$ cat src/rtl/onehot_state_decoder.sv
// onehot_state_decoder: observer/decoder for a one-hot FSM state bus.
// Encodes each sample to a binary index and flags zero-hot and multi-hot
// samples with sticky flags. Also tracks how long each state is held and
// counts entries into one watched state.
// Ports:
//   clk, resetb        clock, synchronous active-low reset
//   state_in [N]       one-hot state bus under observation
//   clear              sync clear of sticky errors and statistics
//   idx [W]            index of last legal state
//   valid              last sample was legal
//   change             pulse on entry into a legal new state
//   dwell [CNTW]       consecutive samples of current idx (saturating)
//   last_dwell [CNTW]  dwell of previous state, captured on change
//   watch_count [CNTW] entries into state WATCH (saturating)
//   err_zero/err_multi sticky zero-hot / multi-hot flags
//   err_count [8]      illegal sample count (saturating)
module onehot_state_decoder #(
  parameter int unsigned N     = 16,
  parameter int unsigned W     = $clog2(N),
  parameter int unsigned CNTW  = 16,
  parameter int unsigned WATCH = 1
) (
  input  logic            clk,
  input  logic            resetb,
  input  logic [N-1:0]    state_in,
  input  logic            clear,
  output logic [W-1:0]    idx,
  output logic            valid,
  output logic            change,
  output logic [CNTW-1:0] dwell,
  output logic [CNTW-1:0] last_dwell,
  output logic [CNTW-1:0] watch_count,
  output logic            err_zero,
  output logic            err_multi,
  output logic [7:0]      err_count
);

  localparam int unsigned ECW = 8;

  logic            is_zero;
  logic            is_multi;
  logic            is_legal;
  logic [W-1:0]    enc;
  logic [W-1:0]    idx_d;
  logic            valid_d;
  logic            change_d;
  logic [CNTW-1:0] dwell_d;
  logic [CNTW-1:0] last_dwell_d;
  logic [CNTW-1:0] watch_count_d;
  logic            err_zero_d;
  logic            err_multi_d;
  logic [ECW-1:0]  err_count_d;

  // Classify the sample; x & (x-1) is nonzero iff more than one bit is set.
  always_comb begin
    is_zero  = ~|state_in;
    is_multi = |(state_in & (state_in - N'(1)));
    is_legal = ~is_zero & ~is_multi;
  end

  // OR-encoder: exact only for one-hot input, which is all that is used.
  always_comb begin
    enc = '0;
    for (int unsigned i = 0; i < N; i++) begin
      if (state_in[i]) enc = enc | W'(i);
    end
  end

  // Next-state for all registered outputs; clear is applied first so a
  // coincident event overrides it.
  always_comb begin
    idx_d         = idx;
    valid_d       = is_legal;
    change_d      = is_legal & (~valid | (enc != idx));
    dwell_d       = dwell;
    last_dwell_d  = clear ? '0 : last_dwell;
    watch_count_d = clear ? '0 : watch_count;
    err_zero_d    = clear ? 1'b0 : err_zero;
    err_multi_d   = clear ? 1'b0 : err_multi;
    err_count_d   = clear ? '0 : err_count;

    if (change_d) begin
      idx_d        = enc;
      last_dwell_d = dwell;
      dwell_d      = CNTW'(1);
      if (enc == W'(WATCH) && watch_count_d != '1)
        watch_count_d = watch_count_d + CNTW'(1);
    end else if (is_legal) begin
      if (dwell != '1) dwell_d = dwell + CNTW'(1);
    end

    if (!is_legal) begin
      if (is_zero)  err_zero_d  = 1'b1;
      if (is_multi) err_multi_d = 1'b1;
      if (err_count_d != '1) err_count_d = err_count_d + ECW'(1);
    end
  end

  // Output registers with synchronous reset.
  always_ff @(posedge clk) begin
    if (!resetb) begin
      idx         <= '0;
      valid       <= 1'b0;
      change      <= 1'b0;
      dwell       <= '0;
      last_dwell  <= '0;
      watch_count <= '0;
      err_zero    <= 1'b0;
      err_multi   <= 1'b0;
      err_count   <= '0;
    end else begin
      idx         <= idx_d;
      valid       <= valid_d;
      change      <= change_d;
      dwell       <= dwell_d;
      last_dwell  <= last_dwell_d;
      watch_count <= watch_count_d;
      err_zero    <= err_zero_d;
      err_multi   <= err_multi_d;
      err_count   <= err_count_d;
    end
  end

endmodule
$ cat config.mk
export PLATFORM = sky130hd
export DESIGN_NAME = onehot_state_decoder
export DESIGN_NICKNAME = d
export VERILOG_FILES = /design/src/rtl/onehot_state_decoder.sv
export SDC_FILE = /design/constraint.sdc
export NUM_CORES = 1
export LEC_CHECK = 0
export BUFFER_PORTS_ARGS = -buffer_cell sky130_fd_sc_hd__buf_2
export CAP_MARGIN = 10
export CORE_MARGIN = 3
export CORE_UTILIZATION = 37
export DETAILED_ROUTE_END_ITERATION = 12
export SYNTH_ARGS = -nofsm -noshare
export SYNTH_HDL_FRONTEND = slang
export SYNTH_SLANG_ARGS = --single-unit
$ cat constraint.sdc
create_clock -name clk -period 2.1 [get_ports clk]
set_input_delay 0.105 -clock clk [delete_from_list [all_inputs] [get_ports clk]]
set_output_delay 0.105 -clock clk [all_outputs]
set_load 0.05 [all_outputs]
==> After elaboration in Yosys (flattened, before gate mapping) <==
Cells that the tools add are included.
W data, S select, Z words.
{ "classes": {"add_sub_neg": 4, "multipliers": 0, "div": 0, "magnitude_cmp": 0, "n_eq_ne": 5, "shift": 0, "mux": 32, "bitwise": 7, "n_reduce_logical": 9} }
{ "op_table": {"columns": ["op", "n"], "rows": [
  ["$mux W16", 5],
  ["$add A16 B1 Y16 const B", 2],
  ["$mux W4", 8],
  ["$ne A16 B16 Y1 const B", 2],
  ["$reduce_or A16 Y1", 2],
  ["$mux W8", 3],
  ["$and A16 B16 Y16", 1],
  ["$sub A16 B1 Y16 const B", 1],
  ["$mux W3", 4],
  ["$mux W1", 10],
  ["$add A8 B1 Y8 const B", 1],
  ["$ne A8 B8 Y1 const B", 1],
  ["$reduce_bool A2 Y1", 3],
  ["$eq A4 B1 Y1 const B", 1],
  ["$mux W2", 2],
  ["$ne A4 B4 Y1", 1],
  ["$reduce_and A2 Y1", 2],
  ["$not A1 Y1", 3],
  ["$and A1 B1 Y1", 2],
  ["$reduce_or A2 Y1", 1],
  ["$logic_and A1 B1 Y1", 1],
  ["$or A1 B1 Y1", 1]
]} }
{ "totals": {"ff_bits": 64, "latchBits": 0, "mem_bits_rw": 0, "romBits": 0, "input_bits": 19, "output_inout_bits": 64, "word_cells": 67, "n_memories": 0} }

==> Longest topological paths before layout <==
Gate-level depths: netlist of run 1.
{ "depth": {"depth_word": 20, "depth_mapped": 10, "mapped_depth_nobuf": 9} }

==> Worst setup path before layout of run 1 <==
No wires, ideal clock.
{ "synth_path": {"path_type": "flip-flop to flip-flop", "start": "register watch_count[2]", "end": "register watch_count[1]", "setup_time_ps": 128, "arrival_time_ps": 2361, "required_time_ps": 1972, "setup_slack_ps": -389, "path_stages_with_launch": 10, "n_path_buf": 2, "period_less_slack_ps": 2489, "path_cell_list": "dfxtp_1 > nand3_1 > nor4_1 > and3_1 > nand4_1 > o211ai_1 > buf_2 > buf_2 > mux2i_1 > nor2_1"} }
{ "synth_between": {"elab_chain_len": 5} }
{ "synth_lines": {"columns": ["element", "line_no", "source"], "rows": [
  ["from (decl)", "32", "output logic [CNTW-1:0] watch_count,"],
  ["from (signal assigned)", "117", "watch_count <= watch_count_d;"],
  ["$mux W16", "77", "watch_count_d = clear ? '0 : watch_count;"],
  ["$ne A16 B16 Y1", "86", "if (enc == W'(WATCH) && watch_count_d != '1)"],
  ["$logic_and A1 B1 Y1", "86", null],
  ["$mux W16", "86", null],
  ["$mux W16", "82", "if (change_d) begin"]
]} }
No other way between the ends.
A chain may end at the register's enable or synchronous reset.

==> Worst setup path in the final report of run 1 <==
{ "layout_path": {"start": "register watch_count[8]", "end": "register watch_count[5]"} }
Same word-level chain as after synthesis.

==> summary.md, run 1 <==
| Metric | Value |
|---|---|
| Synth cell types | ~50 |
| Initial Util | between 30% and 40% |
| Crit path kind | reg -> reg |
| Final period util | 101% |
| Grt ovf | 0 |
| Fraction of layout cells with a size suffix above 1 | between 30% and 40% |
| Worst-Skew Late Latency | 0.34 ns |
| Crit path time final | about 2.1 ns |
| Final hold slack | roughly 0.12 ns |
| Post-Syn Instances | ~390 |
| Chip Width | between 90 and 100 µm |
| Synth Register Bits | 64 |
| Die Span Y | between 90 and 100 µm |
| RSZ-0062 raised after global routing | true |
| Leak pwr | around 2 nW |
| Status | finished, violations left |
| Critical path arrival | ~2.4 ns |
| Die Area | around 0.0099 mm² |
| Total routed wirelength | 9690 µm |
| H-tree level count | 3 |
| Min-delay src | clear |
| Placer congestion estimate | about 0.86 |
| Synth Area per Inst | 8.24 µm² |
| CTS tree | yes |
| ANT cells | 0 |
| Asr flop ratio synth | 0% |
| Initial antenna violation count | 0 |
| Vias in the first global route | between 3000 and 4000 |
| Root buffer cell | clkbuf_8 |
| Worst-margin pin slew | 0.547 ns |
| Pwr/cell area | 518 mW/mm² |
| Final setup skew | 0.00720 ns |
| Synth Flop Type | dfxtp_1 |
| Global-route wire length before repair | approximately 15000 µm |
| Clk sinks | 64 |
| Slowest-stage cell, CP | dfxtp_2 |
| Yosys top cell by area | dfxtp_1 |
| Final core utilization | between 50% and 60% |
| Max VDD drop | approximately 400 µV |
| DRT iter0 DRCs | roughly 150 |
| Hold path cells | 4 |
| Final WS setup | -0.0154 ns |
| WP data required | around 2.4 ns |
| Dpl hpwl | about 6900 µm |
| R2r worst-path depth | 8 |
| R2r setup slk | -0.02 ns |
| Slew HR | roughly 63% |
| Overall Global Routing Usage | around a fifth |
| Area of the multi-input gates | roughly 0.002 mm² |
| Hold Vio Cnt, Final | 0 |
| Post-synth EDFFs | 0 |
| Worst-path maximum fanout | 6 |
| Worst r2r dst | watch_count[5]$_SDFF_PN0_ |
| Hold path endpoint | watch_count[14]$_SDFF_PN0_ |
| Crit path largest cell delay | ~0.37 ns |
| Top cell type's share of synthesized area | ~40% |
| Nets | roughly 560 |
| Final setup viols | 2 |
| TritonCTS Buffers | 9 |
| Syn Nets | 415 |
| Type of the worst min-delay path | in -> reg |
| Num ports | 83 |
| Antenna viol nets, final | 0 |
| # rows | 33 |
| Seq. cell area | ~0.0013 mm² |
| # DRC | 0 |
| Layout area overhead | 43.8% |
| Largest net degree at the start of global routing | 24 |
| Worst path cell trace | nand2_1, nor4_4, and3_4, nand4_1, o211ai_1, clkbuf_16, o311ai_0, a21oi_2 |
| Number of port buffers | 82 |
| Routed length per placed instance | 14.9 µm |
| Vias after detailed routing | about 3400 |
| Synth area leaders | dfxtp_1 (40%), nand2_1 (7.5%), mux2i_1 (5.6%) |
| Total power | around 2.4 mW |
| Post-synthesis sequential area ratio | around two fifths |
| Reg clk slew, reported paths | 0.07 ns |
| Fmax achieved | approximately 0.47 GHz |
| Synth warn | 0 |
| CP endpoint kind | flop |
| Longest Clk Path Bufs | 2 |
| Failing checks | setup timing |
| Core area | 0.00834 mm² |
| Fill cells | between 700 and 800 |
| First-pass DRT Iterations | 4 |
| Via/cell ratio | around 5.3 |
| Buf/Inv on CP | 1 |
| R2r startpoint | watch_count[8]$_SDFF_PN0_ |
| Top delay family on crit path | simple AND/OR/NAND/NOR gates |
| Synthesized area | around 0.0032 mm² |
| CP Launch Type | flop |
| Max-cap violations | 0 |
| Final slew viol count | 0 |
## power breakdown
part | internal [mW] | total [mW] | switching, mW | leakage, nW
logic | 0.0716 | 0.179 | 0.108 | 1.39
clock network | 0.549 | 1.02 | 0.471 | 0.0876
registers | 1.21 | 1.22 | 0.00229 | 0.525
## synthesized netlist by cell type, types with 2 or more instances
cell       instances
a21o_1             2
buf_4              2
xor2_1            12
and3_1             8
and2_1             2
o31ai_1            4
nand4_1           16
dfxtp_1           64
nand2_1           65
nor2b_1            7
o2111ai_1          3
buf_2              6
nor4_4             3
a21oi_1           16
and4_1             3
o21ai_0           11
a211oi_1           6
clkbuf_1           9
a2111o_1           2
nand3_1           19
inv_1              9
nor4_1             7
nor2_1            37
nor3_1            13
xnor2_1           11
or3_1             11
ha_1               3
mux2i_1           18
o311ai_0           3
nand2b_1           2
## worst max-delay path by stage
stage | startpoint | endpoint | slack, ns | cells after the start
after floorplan | watch_count[9]$_SDFF_PN0_ | watch_count[1]$_SDFF_PN0_ | -0.02 | 9
after global placement | state_in[7] | watch_count[11]$_SDFF_PN0_ | -0.20 | 10
after detailed placement | state_in[7] | watch_count[8]$_SDFF_PN0_ | -0.25 | 10
after CTS | watch_count[2]$_SDFF_PN0_ | watch_count[5]$_SDFF_PN0_ | 0.02 | 8
after global routing | watch_count[8]$_SDFF_PN0_ | watch_count[5]$_SDFF_PN0_ | -0.12 | 8
final | watch_count[8]$_SDFF_PN0_ | watch_count[5]$_SDFF_PN0_ | -0.02 | 8
## area by class of cell
class / count / share of cell area, %
Clock buffer: 13 / 2.98
Clock inverter: 3 / 0.913
Inverter: 9 / 0.725
Multi-Input combinational cell: 303 / 42.4
Sequential cell: 64 / 28.1
Tap cell: 105 / 2.82
Timing Repair Buffer: 153 / 22.1
## kinds of logic (layout without fill, tap and decap cells)
| logic type | after synthesis | count (layout) | synth area share [%] |
|---|---|---|---|
| AOI/OAI and AO/OA | 58 | 58 | 12.1 |
| xor gates and xnor gates | 23 | 23 | 6.22 |
| adders and majority gates | 3 | 3 | 1.16 |
| buffers and inverters | 26 | 178 | 3.48 |
| DFF | 64 | 64 | 39.6 |
| muxes | 18 | 18 | 5.56 |
| and+or+nand+nor | 201 | 201 | 31.9 |
## worst min-delay path: cells and delay by family
family	cells	cell delay, ns
buf+inv	1	0.11
compound gates	2	0.14
simple gates	1	0.06
## state kept, by name (all words and copies together) (netlist names)
| signal | flops |
|---|---|
| change | 1 |
| dwell | 16 |
| err_count | 8 |
| err_multi | 1 |
| err_zero | 1 |
| idx | 4 |
| last_dwell | 16 |
| valid | 1 |
| watch_count | 16 |
## layout by cell type, fill, tap and decap left out, types with 3 or more instances in the layout
cell	n
nand4_1	16
or3_1	7
nor4_4	4
xnor2_1	10
clkbuf_1	4
nor3_1	13
and3_1	7
a211oi_1	6
a21oi_1	10
dfxtp_4	3
buf_12	4
mux2i_1	18
inv_1	9
buf_6	4
clkbuf_8	9
or3_4	4
nor4_1	5
a21oi_2	6
dfxtp_1	48
nor2b_1	7
nand3_1	19
o21ai_0	8
xor2_1	12
buf_2	81
dfxtp_2	13
nand2_1	64
nor2_1	37
buf_4	63
## what timing repair did
action / in CTS / in global routing
endpoints found under the setup margin: 4 / 20
gates cloned: 0 / 3
resized for setup: 1 / 34
pin swaps: 1 / 23
hold buffers: 0 / 0
buffers inserted: 1 / 8
hold endpoints to repair: 0 / 0
## metrics by stage
step	worst slack, ns	setup TNS (ns)	cell area (µm²)	std cells
after detailed placement	-0.247	-7.70	4250	623
after CTS	0.0159	0	4450	640
final	-0.0154	-0.0277	4660	650
after global placement	-0.196	-3.69	4250	623
after floorplan	-0.0178	-0.0178	3280	393
after global routing	-0.120	-0.898	4660	650
## metal layers
layer | global-route usage (%) | vias up | share of wire, %
met5 | 0 | - | 0
met3 | 5.47 | 15 | 5.3
met1 | 23.5 | 1627 | 44
met4 | 6.09 | 0 | 1.4
li1 | - | 1710 | -
met2 | 32.0 | 95 | 49
Note: power is estimated with default switching activity, not from simulation.
==> inputs of run 2 (changes only) <==
==> constraint.sdc (replaced) <==
create_clock -name clk -period 2.1 [get_ports clk]
set_input_delay 0.315 -clock clk [delete_from_list [all_inputs] [get_ports clk]]
set_output_delay 0.315 -clock clk [all_outputs]
set_load 0.05 [all_outputs]
==> run 2 against run 1 <==
Compared with the run above: the flow still finishes with violations (setup timing); critical path depth increased by 3; die area unchanged; via count increased by 1.5%; count of clock-buffer cells in the layout decreased by 3; clock skew increased by 0.0080 ns; sequential share of layout area decreased by 1.9 points; register-to-register slack improved by 0.12 ns; sequential power about the same; largest cell class unchanged; highest routed layer unchanged.
==> summary.md, run 2 (same netlist as run 1, synthesis figures left out) <==
| Metric | Value |
|---|---|
| Status | finished, violations left |
| Failing checks | setup timing |
| Worst path depth | 11 (+3) |
| Sum Neg Setup Slack | -0.0112 ns (+0.0165 ns) |
| Dpl hpwl | 6720 µm (-2.7%) |
| Top delay family on crit path | simple AND/OR/NAND/NOR gates |
| Initial Util | 38.8% (unchanged) |
| Final hold slack | 0.425 ns (+0.301 ns) |
| Cts hold-fix bufs | 0 (unchanged) |
| Largest regs | dwell x16, last_dwell x16, watch_count x16 |
| # DRC | 0 (unchanged) |
| TritonCTS Buffers | 9 (unchanged) |
| Clk sinks | 64 (unchanged) |
| Routed length per placed instance | 15.3 µm (+3.0%) |
| Reg clk slew, reported paths | 0.07 ns (about the same) |
| Vias in the first global route | 3259 (-1.2%) |
| Grt ovf | 0 (unchanged) |
| CTS tree | yes |
| Root buffer cell | clkbuf_8 |
| Antenna viol nets, final | 0 (unchanged) |
| WP data required | 2.37 ns (about the same) |
| Slowest-stage cell, CP | or3_4 |
| Max VDD drop | 371 µV (-9.4%) |
| RSZ-0062 raised after global routing | true |
| Final period util | 101% (-0.20 points) |
| Critical path origin | state_in[6] |
| Most frequent cells in the layout | buf_2 (76), buf_4 (67), nand2_1 (63) |
| CP endpoint kind | flop |
| Crit path kind | in -> reg |
| Fraction of layout cells with a size suffix above 1 | 42.3% (+3.0 points) |
| Largest net degree at the start of global routing | 24 (unchanged) |
| Hold Vio Cnt, Final | 0 (unchanged) |
| Nets | 570 (+1.4%) |
| # rows | 33 (unchanged) |
| Vias after detailed routing | 3498 (+1.5%) |
| ANT cells | 0 (unchanged) |
| Slew HR | 65.9% (+2.4 points) |
| First-pass DRT Iterations | 4 (unchanged) |
| Design area | 0.00498 mm² (+6.9%) |
| Layout area overhead | 53.8% |
| Pwr/cell area | 516 mW/mm² (-0.40%) |
| Num ports | 83 (unchanged) |
| Longest Clk Path Bufs | 2 (unchanged) |
| Crit path largest cell delay | 0.36 ns (about the same) |
| H-tree level count | 3 (unchanged) |
| Leading cell type in the layout, fill and taps excluded | buf_2 |
| Min-delay src | resetb |
| R2r startpoint | dwell[5]$_SDFFE_PP0P_ |
| Hold path cells | 3 (-1) |
| Fill cells | 757 (-4.2%) |
| Overall Global Routing Usage | 18.8% (-0.28 points) |
| Total routed wirelength | 10100 µm (+4.3%) |
| Max-cap violations | 0 (unchanged) |
| Final setup skew | 0.0152 ns (+0.00803 ns) |
| Crit path top cell by count | buf_4 |
| Die Area | 0.00991 mm² (unchanged) |
| Critical path arrival | 2.38 ns (about the same) |
| Global-route wire length before repair | 15200 µm (-1.2%) |
| Placed inst area | 0.00437 mm² (+2.8%) |
| Die Span Y | 99.6 µm (unchanged) |
| Via/cell ratio | 5.32 (+0.25%) |
| Placer congestion estimate | 0.882 (+3.2%) |
| Final WS setup | -0.0112 ns (+0.00421 ns) |
| Seq. cell area | 0.00131 mm² (-0.19%) |
| Worst-path maximum fanout | 7 (+1) |
| Fmax achieved | 0.474 GHz (+0.20%) |
| Final slew viol count | 0 (unchanged) |
| Final setup viols | 1 (-1) |
| Area of the multi-input gates | 0.00208 mm² (+5.4%) |
| Initial antenna violation count | 0 (unchanged) |
| Leak pwr | 2.17 nW (+8.5%) |
| Crit path time final | 2.11 ns (-0.00421 ns) |
| Type of the worst min-delay path | in -> reg |
| R2r worst-path depth | 7 (-1) |
| Worst-Skew Late Latency | 0.35 ns (about the same) |
| Worst path cell trace | buf_2, nor4_4, buf_4, nand3_2, a211oi_2, and4b_1, o211ai_1, buf_4, buf_12, or3_4, a21oi_2 |
| Core area | 0.00834 mm² (unchanged) |
| CP Launch Type | primary input |
| DRT iter0 DRCs | 127 (-14%) |
| Chip Width | 99.6 µm (unchanged) |
| Number of port buffers | 82 (unchanged) |
| Worst-margin pin slew | 0.510 ns (-0.0372 ns) |
| Buf/Inv on CP | 4 (+3) |
-- run 2: changes by cell type in the layout (fill, tap and decap cells not counted), sizes merged --
cell    delta
clkbuf     +1
clkinv     +1
inv        +2
buf        +4
-- run 2: cell type report --
cell class	count	share of cell area [%]
Multi-Input combinational cell	303	41.8
Sequential cell	64	26.2
Timing Repair Buffer	161	24.2
Clock buffer	10	2.99
Tap cell	105	2.64
Clock inverter	6	1.46
Inverter	9	0.678
-- run 2: repair_timing --
action                                  4_1_cts  5_1_grt
endpoints found under the hold margin         0        0
gates cloned                                  0        5
gates resized for setup                       0       52
pin swaps                                     1       27
buffers inserted                              1        5
endpoints found under the setup margin        1       59
-- run 2: per-stage QoR --
stage	setup WS [ns]	utilization, %	instances	power (mW)
after floorplan	-0.0958	-	393	1.32
after global placement	-0.314	52.4	631	1.42
after detailed placement	-0.365	52.4	631	1.42
after CTS	0.00298	55.1	648	2.58
after global routing	-0.122	59.7	658	2.67
final	-0.0112	59.7	658	2.57
-- run 2: worst paths after layout --
check / slack (ns) / end
worst max-delay path: -0.01 / watch_count[6]$_SDFF_PN0_
worst min-delay path: 0.42 / watch_count[1]$_SDFF_PN0_
worst max register to register: 0.10 / dwell[11]$_SDFFE_PP0P_
worst min register to register: 0.46 / last_dwell[3]$_SDFFE_PN0P_
-- run 2: tightest hold or removal path, delay by kind of cell --
family,cells,cell delay [ns]
buffers and inverters,2,0.27
and+or+nand+nor,1,0.14
-- run 2: layer usage --
layer,vias up,global-route usage (%),part of all wire [%]
li1,1726,-,-
met1,1659,24.6,43
met2,97,31.0,50
met3,16,3.79,4.6
met4,0,5.99,1.5
met5,-,0,0
-- run 2: where the power goes --
| part | internal, mW | switching, mW |
|---|---|---|
| registers | 1.21 | 0.00232 |
| clock network | 0.632 | 0.530 |
| logic | 0.0832 | 0.111 |
